**src/rtl/frame_timer_bank.sv**
```systemverilog
// frame_timer_bank: one shared frame prescaler driving NUM_CH independent one-shot/periodic frame down-counters.
// Define FRAME_TIMER_IRQ_EN to add sticky per-channel irq_pending (write-one-to-clear) and an OR'd irq.
module frame_timer_bank #(
  parameter int CLKS_PER_FRAME = 833334,
  parameter int NUM_CH         = 4,
  parameter int CNT_W          = 8,
  localparam int IDX_W         = (NUM_CH > 1) ? $clog2(NUM_CH) : 1
) (
  input  logic                 clock,
  input  logic                 reset,
  input  logic                 enable,
  input  logic                 load_en,
  input  logic [IDX_W-1:0]     load_ch,
  input  logic [CNT_W-1:0]     load_val,
  input  logic                 load_periodic,
  input  logic                 stop_en,
  input  logic [IDX_W-1:0]     stop_ch,
  input  logic [IDX_W-1:0]     rd_ch,
`ifdef FRAME_TIMER_IRQ_EN
  input  logic [NUM_CH-1:0]    irq_clr,
  output logic [NUM_CH-1:0]    irq_pending,
  output logic                 irq,
`endif
  output logic [CNT_W-1:0]     rd_count,
  output logic                 frame_tick,
  output logic [NUM_CH-1:0]    active,
  output logic [NUM_CH-1:0]    expire
);

  localparam int              PS_W    = $clog2(CLKS_PER_FRAME);
  localparam logic [PS_W-1:0] PS_LAST = PS_W'(CLKS_PER_FRAME - 1);

  localparam logic [0:0] ST_IDLE = 1'b0;
  localparam logic [0:0] ST_RUN  = 1'b1;

  logic [PS_W-1:0] ps_q;
  logic            tick;

  assign tick = enable && (ps_q == PS_LAST);

  // NOTE: sequential state uses non-blocking assignments so every register samples pre-edge values.
  always_ff @(posedge clock) begin
    if (reset) begin
      ps_q       <= '0;
      frame_tick <= 1'b0;
    end else begin
      frame_tick <= tick;
      if (enable) begin
        ps_q <= (ps_q == PS_LAST) ? '0 : ps_q + PS_W'(1);
      end
    end
  end

  logic [NUM_CH-1:0][0:0]       st_q,   st_d;
  logic [NUM_CH-1:0][CNT_W-1:0] cnt_q,  cnt_d;
  logic [NUM_CH-1:0][CNT_W-1:0] rel_q,  rel_d;
  logic [NUM_CH-1:0]            per_q,  per_d;
  logic [NUM_CH-1:0]            exp_d;

  // Per-channel next state; load beats stop beats tick on the same channel.
  always_comb begin
    // NOTE: every combinational output gets a default first so no path can infer a latch.
    st_d  = st_q;
    cnt_d = cnt_q;
    rel_d = rel_q;
    per_d = per_q;
    exp_d = '0;
    for (int i = 0; i < NUM_CH; i++) begin
      if (load_en && (load_ch == IDX_W'(i))) begin
        if (load_val != '0) begin
          st_d[i]  = ST_RUN;
          cnt_d[i] = load_val;
          rel_d[i] = load_val;
          per_d[i] = load_periodic;
        end else begin
          st_d[i]  = ST_IDLE;
          cnt_d[i] = '0;
        end
      end else if (stop_en && (stop_ch == IDX_W'(i))) begin
        st_d[i]  = ST_IDLE;
        cnt_d[i] = '0;
      end else if (tick && (st_q[i] == ST_RUN)) begin
        if (cnt_q[i] > CNT_W'(1)) begin
          cnt_d[i] = cnt_q[i] - CNT_W'(1);
        end else begin
          exp_d[i] = 1'b1;
          if (per_q[i]) begin
            cnt_d[i] = rel_q[i];
          end else begin
            cnt_d[i] = '0;
            st_d[i]  = ST_IDLE;
          end
        end
      end
    end
  end

  // NOTE: the channel register file is small and must read as zero after reset, so all of it is reset.
  always_ff @(posedge clock) begin
    if (reset) begin
      st_q   <= '0;
      cnt_q  <= '0;
      rel_q  <= '0;
      per_q  <= '0;
      expire <= '0;
    end else begin
      st_q   <= st_d;
      cnt_q  <= cnt_d;
      rel_q  <= rel_d;
      per_q  <= per_d;
      expire <= exp_d;
    end
  end

  always_comb begin
    active   = '0;
    rd_count = '0;
    for (int i = 0; i < NUM_CH; i++) begin
      active[i] = (st_q[i] == ST_RUN);
      if (rd_ch == IDX_W'(i)) begin
        rd_count = cnt_q[i];
      end
    end
  end

`ifdef FRAME_TIMER_IRQ_EN
  // A fresh expiry sets pending even if software clears it in the same cycle.
  always_ff @(posedge clock) begin
    if (reset) begin
      irq_pending <= '0;
    end else begin
      irq_pending <= (irq_pending & ~irq_clr) | expire;
    end
  end

  assign irq = |irq_pending;
`endif

endmodule

```
**config.mk**
```make
export PLATFORM = sky130hd
export DESIGN_NAME = frame_timer_bank
export DESIGN_NICKNAME = d
export VERILOG_FILES = /design/src/rtl/frame_timer_bank.sv
export SDC_FILE = /design/constraint.sdc
export NUM_CORES = 1
export LEC_CHECK = 0
export BUFFER_PORTS_ARGS = -buffer_cell sky130_fd_sc_hd__buf_2
export CAP_MARGIN = 0
export CORE_MARGIN = 2
export CORE_UTILIZATION = 60
export CTS_CLUSTER_SIZE = 12
export DETAILED_ROUTE_END_ITERATION = 12
export GPL_TIMING_DRIVEN = 0
export PLACE_DENSITY = 0.76
export SLEW_MARGIN = 25
export SYNTH_ARGS = -nofsm -noshare
export SYNTH_HDL_FRONTEND = slang
export SYNTH_SLANG_ARGS = --single-unit
```
**constraint.sdc**
```tcl
create_clock -name clock -period 7.25 [get_ports clock]
set_input_delay 2.175 -clock clock [delete_from_list [all_inputs] [get_ports clock]]
set_output_delay 2.175 -clock clock [all_outputs]
set_load 0.03 [all_outputs]
```
[Word-level counts from Yosys, hierarchy flattened]
Index checks and enable logic that the tools add are counted.
Cells by class
  equality and inequality tests: 18
  mux-type cells: 51
  reduce and logical (&&, ||, !) cells: 33
  order comparisons: 4
  bitwise operators: 4
  add/subtract/negate cells: 5
Operators with widths (number)
  $mux 8: 25
  $gt 8x1->1 const B: 4
  $sub 8x1->8 const B: 4
  $mux 1: 25
  $add 20x1->20 const B: 1
  $eq 20x20->1 const B: 1
  $mux 20: 1
  $reduce_or 4->1: 4
  $logic_and 1x1->1: 13
  $eq 2x2->1 const B: 6
  $ne 3x1->1 const B: 4
  $ne 3x3->1 const B: 4
  $reduce_and 3->1: 4
  $reduce_bool 3->1: 4
  $reduce_and 2->1: 4
  $reduce_bool 8->1: 1
  $eq 2x1->1 const B: 3
  $logic_not 2->1: 3
  $not 1->1: 4
Storage, ports and cells
  input port bits: 20
  flip-flop bits (word level): 97
  output and inout port bits: 17
  logic and storage cells: 137

[Depth between registers and ports, before layout]
Gate-level depths: netlist of run 1.
  word-level depth: 6
  gate-level depth with buffers: 8

[Worst setup path after synthesis of run 1]
No wires, ideal clock.
  path type: input-to-output
  start: in rd_ch[0]
  end: out rd_count[2]
  required time: 5.075 ns
  buffers on the path: 1
  cell stages on the path: 2
  setup slack: 1.717 ns
  data arrival time: 3.358 ns
  cells stage by stage: clkbuf_1 -> mux4_1
On the way
  word-level cells in the longest chain between the ends: 5
Ends and longest elaborated chain
  start: declaration: line 18  | input logic [IDX_W-1:0] rd_ch,
  $logic_not 2->1: line 120  | if (rd_ch == IDX_W'(i)) begin
  $mux 8 (3 in a row): line 120
  $mux 8 *: line 120
  end: declaration: line 24  | output logic [CNT_W-1:0] rd_count,
Mark *: on every way between the ends. The rest lies on a longest branch, timed or not.

[Worst setup path after layout of run 1]
Same ends and word-level chain as after synthesis.

==> results of run 1 <==
## where the power goes
group	switching, mW	total (mW)	internal [mW]
Combinational	0.162	0.268	0.106
Sequential	0.0351	0.591	0.556
Clock	0.190	0.313	0.123
Total	0.388	1.17	0.785
## routing by layer
layer,track usage [%],vias to the layer above,part of all wire [%]
met5,0,-,0
li1,-,2365,-
met3,6.66,45,11
met1,45.5,2404,42
met2,49.5,270,43
met4,14.3,0,4.1
## registers in the layout (all words and copies together), names as in the netlist
register and flops:
rel_q 32, per_q 4, active 4, expire 4, cnt_q 32, ps_q 20
frame_tick 1
## layout make-up
class | instances | area (um^2) | share of cell area [%]
multi-input combinational | 467 | 2950 | 53.1
sequential | 97 | 1940 | 35.0
timing repair buffer | 32 | 160 | 2.88
buffer | 35 | 139 | 2.50
tap | 105 | 131 | 2.37
clock buffer | 10 | 128 | 2.30
inverter | 19 | 71.3 | 1.28
clock inverter | 5 | 33.8 | 0.608
## worst reg2reg max path, stage by stage, from the launching register on
cell	delay, ns
sky130_fd_sc_hd__dfxtp_1	0.32
sky130_fd_sc_hd__clkbuf_1	0.26
sky130_fd_sc_hd__nand2_1	0.09
sky130_fd_sc_hd__nor4_1	1.02
sky130_fd_sc_hd__a31o_2	0.38
sky130_fd_sc_hd__clkbuf_1	0.43
sky130_fd_sc_hd__nor2_1	0.08
sky130_fd_sc_hd__a311oi_1	0.26
## final timing paths
| check | startpoint | to | slack (ns) | depth (start not counted) |
|---|---|---|---|---|
| min | rel_q[17]$_SDFFE_PP0P_ | rel_q[17]$_SDFFE_PP0P_ | 0.45 | 2 |
| max reg2reg | ps_q[4]$_SDFFE_PP0P_ | cnt_q[27]$_SDFFE_PP0P_ | 4.31 | 7 |
| min reg2reg | rel_q[17]$_SDFFE_PP0P_ | rel_q[17]$_SDFFE_PP0P_ | 0.45 | 2 |
| max | rd_ch[0] | rd_count[2] | 1.64 | 3 |
## cell families (layout without fill, tap and decap cells)
| logic type | Yosys count | in the layout | synth area share, % |
|---|---|---|---|
| XOR/XNOR | 29 | 29 | 4.98 |
| multiplexers | 8 | 8 | 3.61 |
| adder cells (fa/ha/maj) | 10 | 10 | 2.46 |
| AO/OA/AOI/OAI | 168 | 168 | 23.0 |
| buffers and inverters | 54 | 101 | 4.12 |
| AND/OR/NAND/NOR | 252 | 252 | 23.7 |
| flip-flops | 97 | 97 | 38.1 |
## metrics by stage
step	util [%]	total power, mW	worst slack (ns)	cell area (um^2)
2_1_floorplan	-	0.789	1.72	5100
3_3_place_gp	65.6	0.854	1.65	5390
3_5_place_dp	65.6	0.863	1.62	5390
4_1_cts	67.6	1.17	1.62	5550
5_1_grt	67.6	1.22	1.53	5550
6_report	67.6	1.17	1.64	5550
## cells in the final DEF (no fill, tap or decap), types with 8 or more instances in the layout
master                     count
sky130_fd_sc_hd__a211oi_1      8
sky130_fd_sc_hd__nand4_1      10
sky130_fd_sc_hd__a311oi_1     17
sky130_fd_sc_hd__a21oi_1      46
sky130_fd_sc_hd__or4_1         9
sky130_fd_sc_hd__ha_1         10
sky130_fd_sc_hd__dfxtp_1      97
sky130_fd_sc_hd__clkbuf_8      9
sky130_fd_sc_hd__and3_1       23
sky130_fd_sc_hd__nand2_1      76
sky130_fd_sc_hd__clkbuf_1     28
sky130_fd_sc_hd__buf_2        38
sky130_fd_sc_hd__xor2_1       15
sky130_fd_sc_hd__nand3_1      12
sky130_fd_sc_hd__xnor2_1      14
sky130_fd_sc_hd__nor2_1       83
sky130_fd_sc_hd__a22oi_1      11
sky130_fd_sc_hd__o21ai_0      25
sky130_fd_sc_hd__a31oi_1      12
sky130_fd_sc_hd__inv_1        19
==> impl_summary.log, run 1 <==
INFO  metric final.setup.tns = 0 ns
INFO  metric grt_start_max_net_pins = 16
INFO  metric slew_headroom = 14.7%
INFO  metric globalplace.congestion = 0.964
INFO  metric detailedRoute.firstIterationViolations = 425
INFO  metric dieArea = 9250 um^2
INFO  metric yosysMostFrequentCell = sky130_fd_sc_hd__dfxtp_1
INFO  metric netlist_top_cells_count = 97 x sky130_fd_sc_hd__dfxtp_1, 83 x sky130_fd_sc_hd__nor2_1, 76 x sky130_fd_sc_hd__nand2_1, 46 x sky130_fd_sc_hd__a21oi_1, 27 x sky130_fd_sc_hd__clkbuf_1
INFO  metric cp_data_required_time = 5.08 ns
INFO  metric root_buffer = sky130_fd_sc_hd__clkbuf_8
INFO  metric placementRows = 33
INFO  metric globalRouteTotalUtil = 32.8%
INFO  metric maxCapViolations = 0
INFO  metric detail_route.drc_violations = 0
INFO  metric report.final.setup_viol = 0
INFO  metric hold_buffers = 0
INFO  metric crit_path_max_incr_delay = 0.62 ns
INFO  metric first_pass_iters = 5
INFO  metric pwr_density_cell = around 210 nW/um^2
INFO  metric final.fill_count = 716
INFO  metric netlist-cell-type-count = 48
INFO  metric core_region_area = 8220 um^2
INFO  metric timing.critical_path.max_delay_family = buffers and inverters
INFO  metric antenna-diode-count = 0
INFO  metric cts_made_buffers = 9
INFO  metric worstSetupPathType = in2out
INFO  metric drive_above_1_share = 10.7%
INFO  metric grt_pass1_wl = 22.7 mm
INFO  metric vias = 5084
INFO  metric drtAntennaViolNets = 0
INFO  metric final_nets = 691
INFO  metric design.portCount = 37
INFO  metric yosys.area.top_type = sky130_fd_sc_hd__dfxtp_1
INFO  metric path_max_fanout = 8
INFO  metric netlist_area = around 5100 um^2
INFO  metric cts_max_level = 3
INFO  metric critical_path.endpoint_type = primary output
INFO  metric grt_antenna_before_repair = 0
INFO  metric start_util = between 60 and 70%
INFO  metric synth_fp_nets = 648
INFO  metric synth_cells = 618
INFO  metric drt-total-wl = 14.9 mm
INFO  metric vias_per_cell = 6.60
INFO  metric post-place-cells = 755
INFO  metric peakVddDrop = 137 uV
INFO  metric rsz0062_at_grt = no
INFO  metric worstMarginPinSlew = about 1.3 ns
INFO  metric timing_hold_violations_final = 0
INFO  metric final_period_minus_worst_setup_slack = 5.61 ns
INFO  metric yosys_register_bits = 97
INFO  metric numPortBuffers = 32
INFO  metric wire_per_inst = 19.3 um
INFO  metric asyncSetResetFlopFracSynth = 0%
INFO  metric hold_path.class = reg2reg
INFO  metric post-synth-top-area-fraction = between 30% and 40%
INFO  metric synth_edf_count = 0
INFO  metric synth.area.top_cells = sky130_fd_sc_hd__dfxtp_1 38%, sky130_fd_sc_hd__nor2_1 6.1%, sky130_fd_sc_hd__nand2_1 5.6%, sky130_fd_sc_hd__a21oi_1 4.5%, sky130_fd_sc_hd__mux4_2 3.1%
INFO  metric die_height = 96.2 um
INFO  metric cts_tree = done
INFO  metric clkTransAtPathRegs = 0.09 ns
INFO  metric die_width = between 90 and 100 um
INFO  metric area_growth_syn_to_layout = 8.99%
INFO  metric cts_resized = 0
INFO  metric outcome = finished, final reports clean
INFO  metric static-leakage-power = 2.07 nW
INFO  metric hold_ws = 0.454 ns
INFO  metric cpMaxStageDelayCell = sky130_fd_sc_hd__mux4_1
INFO  metric first_global_vias = approximately 4.4k
INFO  metric post_layout_cell_count = between 700 and 800
INFO  metric dp_hpwl = 10.5 mm
INFO  metric synthesis.yosys.warnings = 0
INFO  metric cts_num_sinks = 97
INFO  metric synth.yosys.seq_area_share = about two fifths
INFO  metric finalMaxSlewViolations = 0
INFO  metric critical_path.cell_chain = clkbuf_1 > mux4_1 > buf_2
INFO  metric clk-insertion-delay-late = 0.36 ns
INFO  metric timing.final.crit_share = about 77%
INFO  metric syn_avg_cell_area = 8.25 um^2
INFO  metric max-clock-path-buffers = 2
INFO  metric clock_skew = 0.0127 ns
INFO  metric cts_setup_buffers = 0
INFO  metric critPathLaunchType = input pin
INFO  metric synth_ff_type = sky130_fd_sc_hd__dfxtp_1
INFO  metric clock.fmax = 178 MHz
INFO  metric arrival = 3.44 ns
INFO  metric gr-total-overflow = 0
INFO  metric timing.critical_path.buf_inv = 2
No activity file was read; power rests on OpenSTA's default activity.
==> inputs of run 2 (changes only) <==
CORE_UTILIZATION = 55   (was 60)
PLACE_DENSITY = 0.74   (was 0.76)
clock period = 4.7 ns   (was 7.25 ns; I/O delays follow)
==> run 2 against run 1 <==
  * Worst setup slack got worse by 1.0 ns
  * Non-clock buffer count stayed put
  * Combinational power increased by 54%
  * Sequential power grew 54%
  * Register-to-register slack lost 2.2 ns
  * Count of clock-buffer cells in the layout grew 1
  * Critical path depth stayed put
  * Global-route usage down 1.8 points
  * Largest cell class unchanged
==> impl_summary.log, run 2 (synthesized netlist as in run 1, its figures left out) <==
INFO  metric static-leakage-power = 2.10 nW (+1.1%)
INFO  metric globalRouteTotalUtil = 31.0% (-1.8 points)
INFO  metric cts_made_buffers = 9 (unchanged)
INFO  metric drt-total-wl = 15.1 mm (+1.4%)
INFO  metric report.power.total = 1.89 mW (+61%)
INFO  metric worstMarginPinSlew = 0.879 ns (-0.388 ns)
INFO  metric placementRows = 35 (+6.1%)
INFO  metric drtAntennaViolNets = 0 (unchanged)
INFO  metric maxCapViolations = 0 (unchanged)
INFO  metric worstSetupPathType = in2out
INFO  metric final_nets = 691 (unchanged)
INFO  metric critical_path.cell_chain = clkbuf_1 > mux4_1 > buf_2
INFO  metric layout.cells.most_common_list = 97 x sky130_fd_sc_hd__dfxtp_1, 83 x sky130_fd_sc_hd__nor2_1, 76 x sky130_fd_sc_hd__nand2_1
INFO  metric final.setup.tns = 0 ns (unchanged)
INFO  metric pwr_density_cell = 336 nW/um^2 (+59%)
INFO  metric clock_skew = 0.00985 ns (-0.00288 ns)
INFO  metric area_growth_syn_to_layout = 10.1%
INFO  metric first_global_vias = 4867 (+11%)
INFO  metric grt_pass1_wl = 24.2 mm (+6.6%)
INFO  metric clock.fmax = about 240 MHz
INFO  metric final_common_cell = sky130_fd_sc_hd__dfxtp_1
INFO  metric cts_max_level = 3 (unchanged)
INFO  metric hold_path_depth = 2 (unchanged)
INFO  metric rsz0062_at_grt = no
INFO  metric drive_above_1_share = 11.0% (+0.30 points)
INFO  metric cp_data_required_time = 3.29 ns (-1.79 ns)
INFO  metric crit_path_max_incr_delay = 0.63 ns (about the same)
INFO  metric cpMaxStageDelayCell = sky130_fd_sc_hd__mux4_1
INFO  metric peakVddDrop = 194 uV (+42%)
INFO  metric hold_path.class = reg2reg
INFO  metric cts_tree = done
INFO  metric timing.hold.worst_endpoint = rel_q[26]$_SDFFE_PP0P_
INFO  metric antenna-diode-count = 0 (unchanged)
INFO  metric design.portCount = 37 (unchanged)
INFO  metric cts_resized = 0 (unchanged)
INFO  metric dp_hpwl = 10.7 mm (+2.2%)
INFO  metric path_max_fanout = 8 (unchanged)
INFO  metric start_util = 55.9% (-6.1 points)
INFO  metric reg2reg_to = cnt_q[29]$_SDFFE_PP0P_
INFO  metric r2r_cells = 7 (unchanged)
INFO  metric outcome = finished, final reports clean
INFO  metric cts_setup_buffers = 0 (unchanged)
INFO  metric critical_path.endpoint_type = primary output
INFO  metric max-clock-path-buffers = 2 (unchanged)
INFO  metric wire_per_inst = 19.4 um (+0.57%)
INFO  metric gr-total-overflow = 0 (unchanged)
INFO  metric startpoint_of_the_lowest_slack_hold_path = rel_q[26]$_SDFFE_PP0P_
INFO  metric first_pass_iters = 5 (unchanged)
INFO  metric detail_route.drc_violations = 0 (unchanged)
INFO  metric clkTransAtPathRegs = 0.09 ns (about the same)
INFO  metric root_buffer = sky130_fd_sc_hd__clkbuf_8
INFO  metric die_width = 100 um (+4.3%)
INFO  metric detailedRoute.firstIterationViolations = 363 (-15%)
INFO  metric final_period_minus_worst_setup_slack = between 4 and 5 ns
INFO  metric layout.core_utilization = 61.6% (-6.0 points)
INFO  metric dieArea = 10100 um^2 (+8.7%)
INFO  metric clk-insertion-delay-late = 0.36 ns (about the same)
INFO  metric crit-reg2reg-launch = cnt_q[26]$_SDFFE_PP0P_
INFO  metric finalMaxSlewViolations = 0 (unchanged)
INFO  metric placement.setup.worst_slack = 0.590 ns (-1.03 ns)
INFO  metric numPortBuffers = 32 (unchanged)
INFO  metric vias_per_cell = 6.55 (-0.83%)
INFO  metric top_regs = cnt_q: 32 flops, rel_q: 32 flops, ps_q: 20 flops
INFO  metric slew_headroom = 41.0% (+26 points)
INFO  metric die_height = 100 um (+4.3%)
INFO  metric timing_hold_violations_final = 0 (unchanged)
INFO  metric timing.final.crit_share = 87.0%
INFO  metric cts_num_sinks = 97 (unchanged)
INFO  metric arrival = 2.68 ns (-0.76 ns)
INFO  metric report.final.setup_viol = 0 (unchanged)
INFO  metric critPathLaunchType = input pin
INFO  metric vias = 5081 (-0.059%)
INFO  metric grt_start_max_net_pins = 16 (unchanged)
INFO  metric worst-r2r-setup-slack = 2.06 ns (-2.25 ns)
INFO  metric core_region_area = 9110 um^2 (+11%)
INFO  metric globalplace.congestion = 0.950 (-1.4%)
INFO  metric grt_antenna_before_repair = 0 (unchanged)
INFO  metric hold_buffers = 0 (unchanged)
INFO  metric postLayoutSetupSlackWorst = 0.612 ns (-1.02 ns)
run 2: final cells by class:
| type | count | area (um^2) |
|---|---|---|
| clock buffers | 11 | 151 |
| repair buffers | 32 | 160 |
| clock inverters | 4 | 51.3 |
| well taps | 111 | 139 |
| multi-input cells | 467 | 2960 |
| inverters | 19 | 71.3 |
| fillers | 867 | 3500 |
| plain buffers | 35 | 139 |
| flip-flops and latches | 97 | 1940 |
run 2: layer usage:
layer | track usage (%) | wire length (um) | share of wire [%]
met4 | 17.1 | 685 | 4.5
met3 | 6.55 | 1240 | 8.2
met2 | 50.2 | 7050 | 47
met1 | 38.6 | 6110 | 41
met5 | 0 | 0 | 0
run 2: worst max-delay path by stage:
stage	from	depth (start not counted)	slack (ns)	to
floorplan	rd_ch[0]	2	0.70	rd_count[2]
global placement	rd_ch[0]	3	0.62	rd_count[2]
detailed placement	rd_ch[0]	3	0.59	rd_count[2]
CTS	rd_ch[0]	3	0.59	rd_count[2]
global route	rd_ch[0]	3	0.54	rd_count[2]
finish	rd_ch[0]	3	0.61	rd_count[2]
run 2: stage by stage:
| stage | hold WS [ns] | area (um^2) | cells |
|---|---|---|---|
| floorplan | 0.432 | 5100 | 618 |
| global placement | 0.437 | 5400 | 761 |
| detailed placement | 0.443 | 5410 | 761 |
| CTS | 0.456 | 5610 | 776 |
| global route | 0.471 | 5610 | 776 |
| finish | 0.454 | 5610 | 776 |
run 2: power breakdown:
part | internal [mW] | switching, mW | total (mW)
combinational | 0.165 | 0.248 | 0.412
clock | 0.274 | 0.289 | 0.562
sequential | 0.857 | 0.0537 | 0.911
total | 1.30 | 0.590 | 1.89
run 2: critical path: cells and delay by family:
kind                   cells  cell delay, ns
multiplexers               1            0.63
buffers and inverters      2            0.64
